`config.mk`:
```
export PLATFORM = sky130hd
export DESIGN_NAME = mul_div_unit
export DESIGN_NICKNAME = d
export VERILOG_FILES = /design/src/rtl/mul_div_unit.sv
export SDC_FILE = /design/constraint.sdc
export NUM_CORES = 1
export LEC_CHECK = 0
export CORE_ASPECT_RATIO = 2
export CORE_UTILIZATION = 45
export DETAILED_ROUTE_END_ITERATION = 7
export PLACE_DENSITY = 0.66
export SYNTH_ARGS = -nofsm -noshare
export SYNTH_HDL_FRONTEND = slang
export SYNTH_SLANG_ARGS = --single-unit
```
`constraint.sdc`:
```
create_clock -name clk -period 12.7 [get_ports clk]
set_clock_uncertainty 0.05 [all_clocks]
set_input_delay 3.81 -clock clk [delete_from_list [all_inputs] [get_ports clk]]
set_output_delay 3.81 -clock clk [all_outputs]
set_load 0.01 [all_outputs]
```
`src/rtl/mul_div_unit.sv`:
```
// Iterative 32-bit MIPS multiply/divide unit holding HI/LO: shift-add multiply, restoring divide.
// Signed MULT/DIV (op[0]) is compiled in only when MULDIV_SIGNED_EN is defined.
module mul_div_unit #(
    parameter int WIDTH = 32,
    parameter int ITER  = 32
) (
    input  logic             clk,
    input  logic             rst_n,
    input  logic             start,
    input  logic [1:0]       op,
    input  logic [WIDTH-1:0] a,
    input  logic [WIDTH-1:0] b,
    output logic             busy,
    output logic             done,
    output logic [WIDTH-1:0] hi,
    output logic [WIDTH-1:0] lo,
    output logic             div_by_zero
);

    localparam int CW = $clog2(ITER);

    typedef enum logic [1:0] {S_IDLE, S_CALC, S_FIX} state_t;

    state_t           state_q;
    logic [CW-1:0]    cnt_q;
    logic             is_div_q;
    logic             neg_res_q;
    logic             neg_rem_q;
    logic             dbz_q;
    logic [WIDTH-1:0] a_raw_q;
    logic [WIDTH-1:0] opnd_q;    // multiplicand or divisor magnitude
    logic [WIDTH-1:0] acc_hi_q;  // upper partial product or remainder
    logic [WIDTH-1:0] acc_lo_q;  // multiplier/lower product or quotient
    logic             busy_q;
    logic             done_q;
    logic             dbz_out_q;
    logic [WIDTH-1:0] hi_q;
    logic [WIDTH-1:0] lo_q;

    logic             signed_op;
    logic             a_neg;
    logic             b_neg;
    logic [WIDTH-1:0] a_mag;
    logic [WIDTH-1:0] b_mag;

    logic [WIDTH:0]   add_x;
    logic [WIDTH:0]   add_y;
    logic             add_cin;
    logic [WIDTH+1:0] add_full;
    logic [WIDTH-1:0] acc_hi_d;
    logic [WIDTH-1:0] acc_lo_d;

    logic [2*WIDTH-1:0] prod;
    logic [2*WIDTH-1:0] prod_fix;
    logic [WIDTH-1:0]   quot_fix;
    logic [WIDTH-1:0]   rem_fix;

`ifdef MULDIV_SIGNED_EN
    assign signed_op = op[0];
`else
    logic unused_op0;
    assign unused_op0 = op[0];
    assign signed_op  = 1'b0;
`endif

    // NOTE: every always_comb output gets a default first so no path can infer a latch.
    always_comb begin
        a_neg = signed_op & a[WIDTH-1];
        b_neg = signed_op & b[WIDTH-1];
        a_mag = a_neg ? (~a + 1'b1) : a;
        b_mag = b_neg ? (~b + 1'b1) : b;
    end

    // One shared 33-bit adder: subtract for divide (carry out = no borrow), add for multiply.
    always_comb begin
        add_x   = '0;
        add_y   = '0;
        add_cin = 1'b0;
        if (is_div_q) begin
            add_x   = {acc_hi_q, acc_lo_q[WIDTH-1]};
            add_y   = ~{1'b0, opnd_q};
            add_cin = 1'b1;
        end else begin
            add_x = {1'b0, acc_hi_q};
            add_y = acc_lo_q[0] ? {1'b0, opnd_q} : '0;
        end
        add_full = {1'b0, add_x} + {1'b0, add_y} + {{(WIDTH+1){1'b0}}, add_cin};
    end

    always_comb begin
        acc_hi_d = acc_hi_q;
        acc_lo_d = acc_lo_q;
        if (is_div_q) begin
            if (add_full[WIDTH+1]) begin
                acc_hi_d = add_full[WIDTH-1:0];
                acc_lo_d = {acc_lo_q[WIDTH-2:0], 1'b1};
            end else begin
                acc_hi_d = add_x[WIDTH-1:0];
                acc_lo_d = {acc_lo_q[WIDTH-2:0], 1'b0};
            end
        end else begin
            acc_hi_d = add_full[WIDTH:1];
            acc_lo_d = {add_full[0], acc_lo_q[WIDTH-1:1]};
        end
    end

    always_comb begin
        prod     = {acc_hi_q, acc_lo_q};
        prod_fix = neg_res_q ? (~prod + 1'b1) : prod;
        quot_fix = neg_res_q ? (~acc_lo_q + 1'b1) : acc_lo_q;
        rem_fix  = neg_rem_q ? (~acc_hi_q + 1'b1) : acc_hi_q;
    end

    // NOTE: sequential state uses non-blocking assignments only, so all registers see pre-edge values.
    always_ff @(posedge clk or negedge rst_n) begin
        if (!rst_n) begin
            state_q   <= S_IDLE;
            cnt_q     <= '0;
            is_div_q  <= 1'b0;
            neg_res_q <= 1'b0;
            neg_rem_q <= 1'b0;
            dbz_q     <= 1'b0;
            a_raw_q   <= '0;
            opnd_q    <= '0;
            acc_hi_q  <= '0;
            acc_lo_q  <= '0;
            busy_q    <= 1'b0;
            done_q    <= 1'b0;
            dbz_out_q <= 1'b0;
            hi_q      <= '0;
            lo_q      <= '0;
        end else begin
            done_q    <= 1'b0;
            dbz_out_q <= 1'b0;
            case (state_q)
                S_IDLE: begin
                    if (start) begin
                        is_div_q  <= op[1];
                        neg_res_q <= a_neg ^ b_neg;
                        neg_rem_q <= op[1] & a_neg;
                        dbz_q     <= op[1] & (b == '0);
                        a_raw_q   <= a;
                        cnt_q     <= '0;
                        acc_hi_q  <= '0;
                        if (op[1]) begin
                            opnd_q   <= b_mag;
                            acc_lo_q <= a_mag;
                        end else begin
                            opnd_q   <= a_mag;
                            acc_lo_q <= b_mag;
                        end
                        busy_q  <= 1'b1;
                        state_q <= S_CALC;
                    end
                end
                S_CALC: begin
                    acc_hi_q <= acc_hi_d;
                    acc_lo_q <= acc_lo_d;
                    cnt_q    <= cnt_q + 1'b1;
                    if (cnt_q == CW'(ITER - 1)) begin
                        state_q <= S_FIX;
                    end
                end
                S_FIX: begin
                    // Divide by zero reports the raw dividend and all-ones quotient, unsigned.
                    if (dbz_q) begin
                        hi_q <= a_raw_q;
                        lo_q <= '1;
                    end else if (is_div_q) begin
                        hi_q <= rem_fix;
                        lo_q <= quot_fix;
                    end else begin
                        hi_q <= prod_fix[2*WIDTH-1:WIDTH];
                        lo_q <= prod_fix[WIDTH-1:0];
                    end
                    dbz_out_q <= dbz_q;
                    done_q    <= 1'b1;
                    busy_q    <= 1'b0;
                    state_q   <= S_IDLE;
                end
                default: state_q <= S_IDLE;
            endcase
        end
    end

    assign busy        = busy_q;
    assign done        = done_q;
    assign hi          = hi_q;
    assign lo          = lo_q;
    assign div_by_zero = dbz_out_q;

endmodule

```
# Yosys cells after proc, flatten, opt, wreduce, memory -nomap -nowiden
# Cells that the tools add are included.
[op_classes]
addsub = 3
eq_ne = 5
muxes = 25
n_bitwise = 2
n_reduce_logical = 8
[op_table]
columns = ["op", "count"]
rows = [
  ["$mux W32", 10],
  ["$pmux W32 S2", 2],
  ["$mux W33", 2],
  ["$add A33 B33 Y34", 1],
  ["$add A34 B1 Y34", 1],
  ["$not A32 Y33", 1],
  ["$logic_not A32 Y1", 1],
  ["$pmux W5 S2", 1],
  ["$reduce_and A2 Y1", 4],
  ["$add A5 B1 Y5 const B", 1],
  ["$eq A5 B5 Y1 const B", 1],
  ["$mux W1", 5],
  ["$mux W5", 1],
  ["$mux W2", 2],
  ["$ne A2 B2 Y1 const B", 2],
  ["$pmux W2 S2", 1],
  ["$reduce_bool A2 Y1", 2],
  ["$eq A2 B1 Y1 const B", 1],
  ["$eq A2 B2 Y1 const B", 1],
  ["$logic_not A2 Y1", 1],
  ["$pmux W1 S2", 1],
  ["$and A1 B1 Y1", 1],
]
[word_totals]
ff_bits = 204
in_bits = 69
output_inout_bits = 67
wordCells = 56

# Logic depth before layout (Yosys ltp)
# Gate-level depths: netlist of run 1.
[depth]
word_depth = 7
depth_mapped = 17
depth_no_buf = 13

# Worst setup path before layout of run 1
# No wires, ideal clock.
[synth_timing]
kind = "input to register"
startpoint = "in op[1]"
endpoint = "reg acc_lo_q[29]"
t_arrival_ns = 5.098
t_required_ns = 12.516
setup_slack_ns = 7.417
path_stages = 6
cell_sequence = "clkbuf_1 clkbuf_1 mux2i_1 nand2_1 o211ai_1 o21ai_0"
[synth_via]
elab_chain_len = 3
[synth_rtl]
columns = ["item", "line_no", "source"]
rows = [
  ["start, declared", "10", "input logic [1:0] op,"],
  ["$mux W32", "145", "if (op[1]) begin"],
  ["$mux W32", "137", "if (start) begin"],
  ["$pmux W32 S2", "135", "case (state_q)"],
  ["end signal, assigned", "147", "acc_lo_q <= a_mag;"],
  ["end signal, assigned", "150", "acc_lo_q <= b_mag;"],
  ["end signal, assigned", "158", "acc_lo_q <= acc_lo_d;"],
  ["end, declared", "33", "logic [WIDTH-1:0] acc_lo_q;"],
]
# Every way passes these cells. The select of a mux whose other input is x is not followed.
# A chain may end at the register's enable or synchronous reset.

# Worst setup path after layout of run 1
[layout_timing]
startpoint = "in start"
endpoint = "reg acc_lo_q[4]"
[layout_via]
elab_chain_len = 2
[layout_rtl]
columns = ["item", "line_no", "source"]
rows = [
  ["start, declared", "9", "input logic start,"],
  ["$ne A2 B2 Y1 (no source line)", "--", ""],
  ["$reduce_and A2 Y1 (no source line)", "--", ""],
]
# Every way passes these cells.

==> flow_results.org, run 1 <==
** Route
- Drt first pass iters :: 6
- Once detail routing completed, the nets flagged for antenna violations numbered 0.
- Drt first-iter violations :: 507
- Dividing the detail-routed wire length by the instance count gives 21.3 µm.
- Summed over all layers, the routed wires come to 38.7 mm.
- In the routed layout, each cell is associated on average with a via count of 5.87.
- Total via count in the routed design :: 10700
- After detailed routing, the number of remaining DRC violations is 1.

** Cells and area
- Layout net count :: 1559
- Of the cells placed in the final design, the portion with a size suffix greater than 1 is 6.94%.
- The multi-input combinational cells in the finished layout cover a total of 6700 µm².
- The sequential cells in the finished layout cover a total of 5110 µm².
- Number of fill cells :: 2514
- From synthesis to final layout, the design area changed by 18.6%.
- Most common cell after layout, fill and taps aside :: sky130_fd_sc_hd__nand2_1
- Most used cells in the layout excluding fill and tap cells :: 222 x sky130_fd_sc_hd__nand2_1, 202 x sky130_fd_sc_hd__dfrtp_1, 157 x sky130_fd_sc_hd__nor2_1
- 0 antenna diodes ended up in the layout.

** Logic synthesis
- Sorting the synthesized cells by area gives the leading types as sky130_fd_sc_hd__dfrtp_1 42%, sky130_fd_sc_hd__mux2i_1 12%, sky130_fd_sc_hd__nand2_1 6.8%, sky130_fd_sc_hd__a21oi_1 5.3%, sky130_fd_sc_hd__nor2_1 4.9%.
- Yosys warning total :: 0
- Synthesis produced 1375 cells.
- Counting flops with a built-in enable in the synthesized netlist gives 0.
- The number of nets in the synthesized netlist is 1480.
- Summing the sequential cell areas from Yosys gives 41.9% of the chip area.
- Of all flip-flops after synthesis, the portion carrying an async set or reset was 100%.
- After synthesis, the largest area contributor takes up 41.9% of total cell area.
- After synthesis the netlist holds a flip-flop and latch count of 204.
- The synthesized design spends more area on one cell type than any other, namely sky130_fd_sc_hd__dfrtp_1.
- Summed instance area of the synthesized netlist :: 12200 µm²
- Distinct cell type count of the synthesized netlist :: 75
- For this run, the leading register cell type out of synthesis is sky130_fd_sc_hd__dfrtp_1.
- In this run the mean area of a mapped cell was 8.87 µm².

** Run
- Max-cap violations in this run came to 0.

** Global route
- Global Route met2 Usage :: 49.9%
- Entering global routing, the biggest net connects 110 pins.
- Global-route congestion overflow total :: 0
- Antenna violations before repair :: 0
- After global routing, the most crowded layer is met2.
- Overall routing resource usage :: 28.0%
- GR Layer Usage met3 :: 2.69%
- Global routing used 31.1% of the available met1 tracks.
- The via count of the first global-routing pass is 10700.
- First-pass GRT wire length :: 60.0 mm

** Critical path
- The setup check on the worst reg-to-reg path leaves a slack of 7.51 ns.
- Data arrives at the worst endpoint at 6.41 ns.
- Worst setup path start :: start
- Critical Setup Path Class :: in2reg
- Worst EP required :: 13.00 ns
- STA classifies the critical path startpoint as an input port.
- Along the worst path, the maximum fanout reaches 83.
- Worst flop-to-flop path endpoint :: acc_hi_q[29]
- In this run the critical register-to-register path is launched from is_div_q.
- Type of destination of the critical path :: flip-flop
- In this run the worst setup path terminates at acc_lo_q[4].
- Worst reg-to-reg path cell count :: 14

** Placed design
- The congestion estimate from routability-driven global placement came to 0.919.
- In this run the tool buffered the top-level ports with 134 buffer cells.
- Detail Placement HPWL :: 28.1 mm

** STA
- Aggregate negative setup slack :: 0 ns
- Slew at the pin closest to its max-slew limit :: 1.05 ns
- Max Clock Freq :: 0.164 GHz
- The number of pins exceeding their max-slew limit in the final report is 0.
- Tightest slew margin relative to the limit :: 29.8%
- Setup violations remaining at the end of the flow were counted as 0.
- Counting I/O delays and the setup requirement, the final critical path takes 6.11 ns.
- Setup repair after global routing left no endpoint under its margin.
- Final Hold Viols :: 0
- Of the available clock period, the critical path in the final layout requires 48.1%.

** CTS
- Total setup buffers inserted after CTS :: 0
- Clk slew on worst S/H paths :: 0.06 ns
- Number of H-tree branching levels :: 1
- Total clock sinks :: 204
- Source-to-sink clock delay at the later pin of the worst-skew pair :: 0.53 ns
- No sink is reached through more buffers than the 3 on the longest clock path.
- TritonCTS Buffers :: 21
- CTS tree :: yes
- Count of cells resized by post-cts repair :: 0
- Clock tree root buffer cell :: sky130_fd_sc_hd__clkbuf_16
- Hold buffer count at cts :: 0

** Floorplanning
- Number of rows in the core area :: 84
- Top-level I/O count :: 136
- Measured along the x axis, the die boundary spans 118 µm.
- Die Ht :: 235 µm
- Initial core utilization :: 46.1%
- After floorplanning, the core was sized to cover 26500 µm².
- Die footprint :: 27800 µm²

** Pwr
- Peak supply drop :: 0.000121 V
- After layout, the design draws a total of 4.30 mW.
- For this design the static power due to leakage is 6.13 nW.
- P per Cell Area :: 297 nW/µm²

** Hold path
- Class of the most critical hold timing path :: reg2reg

** Run status
- The flow ran to the end, but the final reports show violations.
- The checks that failed: design-rule violations.
==> area by class of cell <==
class / count / share of cell area, %
Clock buffer: 28 / 3.95
Inverter: 14 / 0.363
Tap cell: 344 / 2.97
Timing Repair Buffer: 149 / 10.1
Clock inverter: 10 / 1.03
Multi-Input combinational cell: 1064 / 46.3
Sequential cell: 204 / 35.3
==> stage by stage <==
stage	cells	setup WS (ns)	area (µm²)	hold WS (ns)	utilization (%)
after floorplan	1375	7.42	12200	0.395	-
after global routing	1813	6.51	14500	0.445	54.6
after global placement	1775	6.07	13800	0.408	51.9
after CTS	1813	6.57	14500	0.429	54.6
final	1813	6.59	14500	0.423	54.6
after detailed placement	1775	6.05	13800	0.413	51.9
==> layer usage <==
metal	routed length, µm	vias up
met4	2830	0
met5	0	-
met3	1620	102
met1	14400	5174
met2	19900	335
li1	-	5039
==> worst min-delay path by stage <==
stage	to	slack, ns	cells past startpoint	start
5_1_grt	a_raw_q[20]	0.44	2	a_raw_q[20]
4_1_cts	a_raw_q[11]	0.43	2	a_raw_q[11]
3_3_place_gp	a_raw_q[1]	0.41	2	a_raw_q[1]
6_report	a_raw_q[14]	0.42	2	a_raw_q[14]
3_5_place_dp	a_raw_q[4]	0.41	2	a_raw_q[4]
2_1_floorplan	a_raw_q[0]	0.40	2	a_raw_q[0]
==> report_power, final <==
| part | leakage (nW) | total (mW) | switching (mW) | internal, mW |
|---|---|---|---|---|
| clock | 0.346 | 0.660 | 0.278 | 0.383 |
| combinational | 3.44 | 2.47 | 1.45 | 1.02 |
| sequential | 2.35 | 1.17 | 0.261 | 0.911 |
==> sequential cells by signal (all words and copies together), names as in the netlist <==
signal / count
cnt_q: 5
div_by_zero: 1
acc_hi_q: 32
lo: 32
hi: 32
opnd_q: 32
dbz_q: 1
acc_lo_q: 32
done: 1
a_raw_q: 32
busy: 1
is_div_q: 1
state_q: 2
==> cell usage after synthesis (all sizes together), types with 12 or more instances <==
| library cell | count |
|---|---|
| xnor2 | 12 |
| buf | 20 |
| a21oi | 133 |
| nand2 | 223 |
| mux2 | 26 |
| ha | 34 |
| inv | 14 |
| nand3 | 17 |
| nor2 | 159 |
| dfrtp | 204 |
| o21ai | 115 |
| mux2i | 143 |
| clkbuf | 73 |
| a21o | 15 |
| o211ai | 40 |
==> worst max-delay path: stages <==
cell	delay, ns
sky130_fd_sc_hd__clkdlybuf4s50_1	0.50
sky130_fd_sc_hd__nor3b_2	0.70
sky130_fd_sc_hd__buf_4	0.76
sky130_fd_sc_hd__nand2_1	0.33
sky130_fd_sc_hd__o211ai_1	0.19
sky130_fd_sc_hd__o21ai_0	0.11
==> logic make-up after synthesis <==
family | share of synthesized area (%)
adder cells (fa/ha/maj) | 3.82
flip-flops | 41.9
multiplexers | 14.1
buffers and inverters | 3.40
XOR/XNOR | 1.65
AO/OA/AOI/OAI | 19.5
AND/OR/NAND/NOR | 15.7
Power figures use the tool's default switching activity.
==> run 2: changes to the inputs <==
==> constraint.sdc (replaced) <==
create_clock -name clk -period 6.26 [get_ports clk]
set_clock_uncertainty 0.05 [all_clocks]
set_input_delay 1.878 -clock clk [delete_from_list [all_inputs] [get_ports clk]]
set_output_delay 1.878 -clock clk [all_outputs]
set_load 0.01 [all_outputs]
==> run 2 against run 1 <==
The run now ends clean. Non-clock buffer count rose by 1. Worst hold slack improved by 0.0016 ns. Combinational power rose by 100%. Global-route usage barely moved. Largest cell class unchanged. Largest power group unchanged. Sequential power rose by 100%. Clock power rose by 100%. First-iteration DRC count rose by 48%. Total power rose by 100%. Wire length fell by 0.30%. Critical path depth rose by 5. Sequential share of layout area barely moved. Critical path type is now reg2reg. Final cell count barely moved.
==> flow_results.org, run 2 (synthesis results as in run 1) <==
** Global route
- Maximum number of pins on one net before global-route repair :: 164 (was 110)
- Overall routing resource usage :: 28.0% (about the same)
- Antenna violations before repair :: 0 (unchanged)
- Via count of the first global-routing pass :: 10700 (about the same)
- The global-route wire length before repair was 60.2 mm (was 60.0 mm).
- The sum of overflow across all layers after global routing came to 0 (unchanged).

** Critical path
- The cell count of the worst reg-to-reg path is 11 (was 14).
- Buffers & Inverters on Critical Path :: 1 (was 2)
- Critical Setup Path Class :: reg2reg (was in2reg)
- The kind of end point of the critical path is a flip-flop (unchanged).
- The critical path startpoint category is a flip-flop (was input port).
- The launching point of the worst reg2reg path is is_div_q (unchanged).
- Series of cell instances along the critical path: buf_4 > mux2_2 > fa_1 > fa_1 > a211oi_1 > o21ai_2 > a21oi_4 > o21ai_2 > or4b_1 > and4_1 > a221o_1 (was clkdlybuf4s50_1 > nor3b_2 > buf_4 > nand2_1 > o211ai_1 > o21ai_0).
- The largest driver fanout on the critical path was 45 (was 83).
- Worst setup path start :: is_div_q (was start)
- The critical-path cell with the highest stage delay is sky130_fd_sc_hd__dfrtp_4 (was sky130_fd_sc_hd__buf_4).
- The required time reported for the critical path endpoint came to 6.60 ns (was 13.00 ns).
- Family of cells with the greatest summed delay on the critical path :: compound AO/OA/AOI/OAI gates (was buffers and inverters)
- Biggest cell delay along the critical path :: 0.79 ns (was 0.76 ns)
- The terminus of the critical flop-to-flop path is acc_hi_q[29] (unchanged).
- Arrival time worst endpoint :: 5.30 ns (was 6.41 ns)
- Reg-to-reg setup timing slack :: 1.30 ns (was 7.51 ns)

** Cells and area
- The end-of-flow core utilization came to 54.7% (was 54.6%).
- The diode insertion count for antenna repair was 0 (unchanged).
- The most common library cell in the layout ignoring fill and taps was sky130_fd_sc_hd__nand2_1 (unchanged).
- The fraction of layout instances using a drive strength above 1 was 6.95% (was 6.94%).
- Most used cells in the layout excluding fill and tap cells: 222 x sky130_fd_sc_hd__nand2_1, 202 x sky130_fd_sc_hd__dfrtp_1, 157 x sky130_fd_sc_hd__nor2_1 (unchanged).
- Number of fill cells :: 2475 (was 2514)
- Synth-to-layout area growth :: 18.7% (was 18.6%)
- The net total in the final layout was 1559 (unchanged).
- FF/Latch Area :: 5110 µm² (unchanged)
- The area occupied by multi-input gates was 6700 µm² (unchanged).

** Route
- Drt first-iter violations :: 752 (was 507)
- Total via count in the routed design :: 10600 (was 10700)
- The number of optimization iterations in the first detailed-route pass was 5 (was 6).
- Final routed DRC violation total :: 0 (was 1)
- Remaining number of nets flagged by the antenna check after routing :: 0 (unchanged)
- Vias per std cell :: 5.86 (was 5.87)
- Average wire length per cell after detail routing :: 21.3 µm (about the same)
- Wire length after detailed routing :: 38.6 mm (was 38.7 mm)

** STA
- The number of pins exceeding their max-slew limit in the final report was 0 (unchanged).
- The total of endpoints with negative setup slack in the final report was 0 (unchanged).
- The worst hold margin was 0.424 ns (was 0.423 ns).
- Unrepaired setup endpoints after global routing :: no (unchanged)
- Max Clock Freq :: 0.202 GHz
- Final Hold Viols :: 0 (unchanged)
- Final period util :: 79.2%
- Slew at the pin closest to its max-slew limit :: 1.07 ns (was 1.05 ns)
- Tightest slew margin relative to the limit :: 28.0% (was 29.8%)
- Minimum clock period :: 4.96 ns
- The total negative slack is 0 ns (unchanged).

** Hold path
- Hold path endpoint :: a_raw_q[31] (was a_raw_q[14])
- The class of the most critical hold timing path is reg2reg (unchanged).
- Number of cells on the worst hold path :: 2 (unchanged)
- Worst Hold Launch :: a_raw_q[31] (was a_raw_q[14])

** Floorplanning
- The die area is 27800 µm² (unchanged).
- The core region area is 26500 µm² (unchanged).
- Initial core utilization :: 46.1% (unchanged)
- Die Ht :: 235 µm (unchanged)
- The die extent in x came to 118 µm (unchanged).
- The number of top-level design ports was 136 (unchanged).
- The number of core rows came to 84 (unchanged).

** CTS
- The cts-stage hold buffer count is 0 (unchanged).
- The clock sink count was 204 (unchanged).
- The clock-pin slew on the worst setup and hold paths was 0.06 ns (about the same).
- Number of H-tree branching levels :: 1 (unchanged)
- The number of cells upsized or downsized after cts is 0 (unchanged).
- The buffer cell driving the clock tree root was sky130_fd_sc_hd__clkbuf_16 (unchanged).
- CTS tree :: yes (unchanged)
- TritonCTS Buffers :: 20 (was 21)
- Worst-case clock buffer depth :: 3 (unchanged)
- The number of setup buffers added after CTS came to 0 (unchanged).
- Source-to-sink clock delay at the later pin of the worst-skew pair :: 0.53 ns (about the same)

** Placed design
- The count of port buffers added during placement is 134 (unchanged).
- The detailed placement HPWL came to 27.8 mm (was 28.1 mm).
- The last weighted congestion value of the routability-driven placer is 0.926 (was 0.919).

** Pwr
- P per Cell Area :: 604 nW/µm² (was 297 nW/µm²)
- The maximum resistive drop on vdd is 0.000316 V (was 0.000121 V).
- The total leakage power came to 6.14 nW (was 6.13 nW).

** Run status
- Status :: finished, final reports clean (was finished with violations)

** Run
- The max capacitance violation total is 0 (unchanged).
run 2: power breakdown:
group	total, mW	switching, mW	internal (mW)	leakage, nW
sequential	2.39	0.545	1.85	2.35
clock	1.32	0.547	0.776	0.347
combinational	5.03	2.94	2.09	3.45
run 2: layer usage:
metal,global-route usage (%),vias up,share of wire [%]
li1,-,5041,-
met1,31.6,5133,36
met2,48.8,335,51
met3,3.03,115,4.8
met4,20.0,0,7.6
met5,0,-,0
run 2: layout make-up:
cell class                      instances  share of cell area, %
Inverter                               14                  0.363
Timing Repair Buffer                  150                   10.2
Sequential cell                       204                   35.3
Multi-Input combinational cell       1064                   46.3
Clock inverter                          8                  0.847
Clock buffer                           28                   4.02
Tap cell                              344                   2.97
run 2: worst reg2reg max path: cells and delay by family (launching register included):
kind	cells	cell delay [ns]
AO/OA/AOI/OAI	5	1.23
adder cells (fa/ha/maj)	2	0.94
buffers and inverters	1	0.71
flip-flops	1	0.79
multiplexers	1	0.45
AND/OR/NAND/NOR	2	0.69
run 2: per-stage QoR:
stage | setup slack, ns | power [mW] | instances | instance area, µm²
after floorplan | 2.05 | 5.90 | 1375 | 12200
after global placement | 1.40 | 7.25 | 1776 | 13800
after detailed placement | 1.36 | 7.36 | 1776 | 13800
after CTS | 1.31 | 8.71 | 1812 | 14500
after global routing | 1.06 | 9.36 | 1812 | 14500
final | 1.30 | 8.74 | 1812 | 14500
run 2: worst max path at each step:
stage              endpoint  cells past startpoint
2_1_floorplan  acc_hi_q[29]                     12
3_3_place_gp   acc_hi_q[29]                     11
3_5_place_dp   acc_hi_q[29]                     11
4_1_cts        acc_hi_q[29]                     11
5_1_grt        acc_hi_q[29]                     11
6_report       acc_hi_q[29]                     11
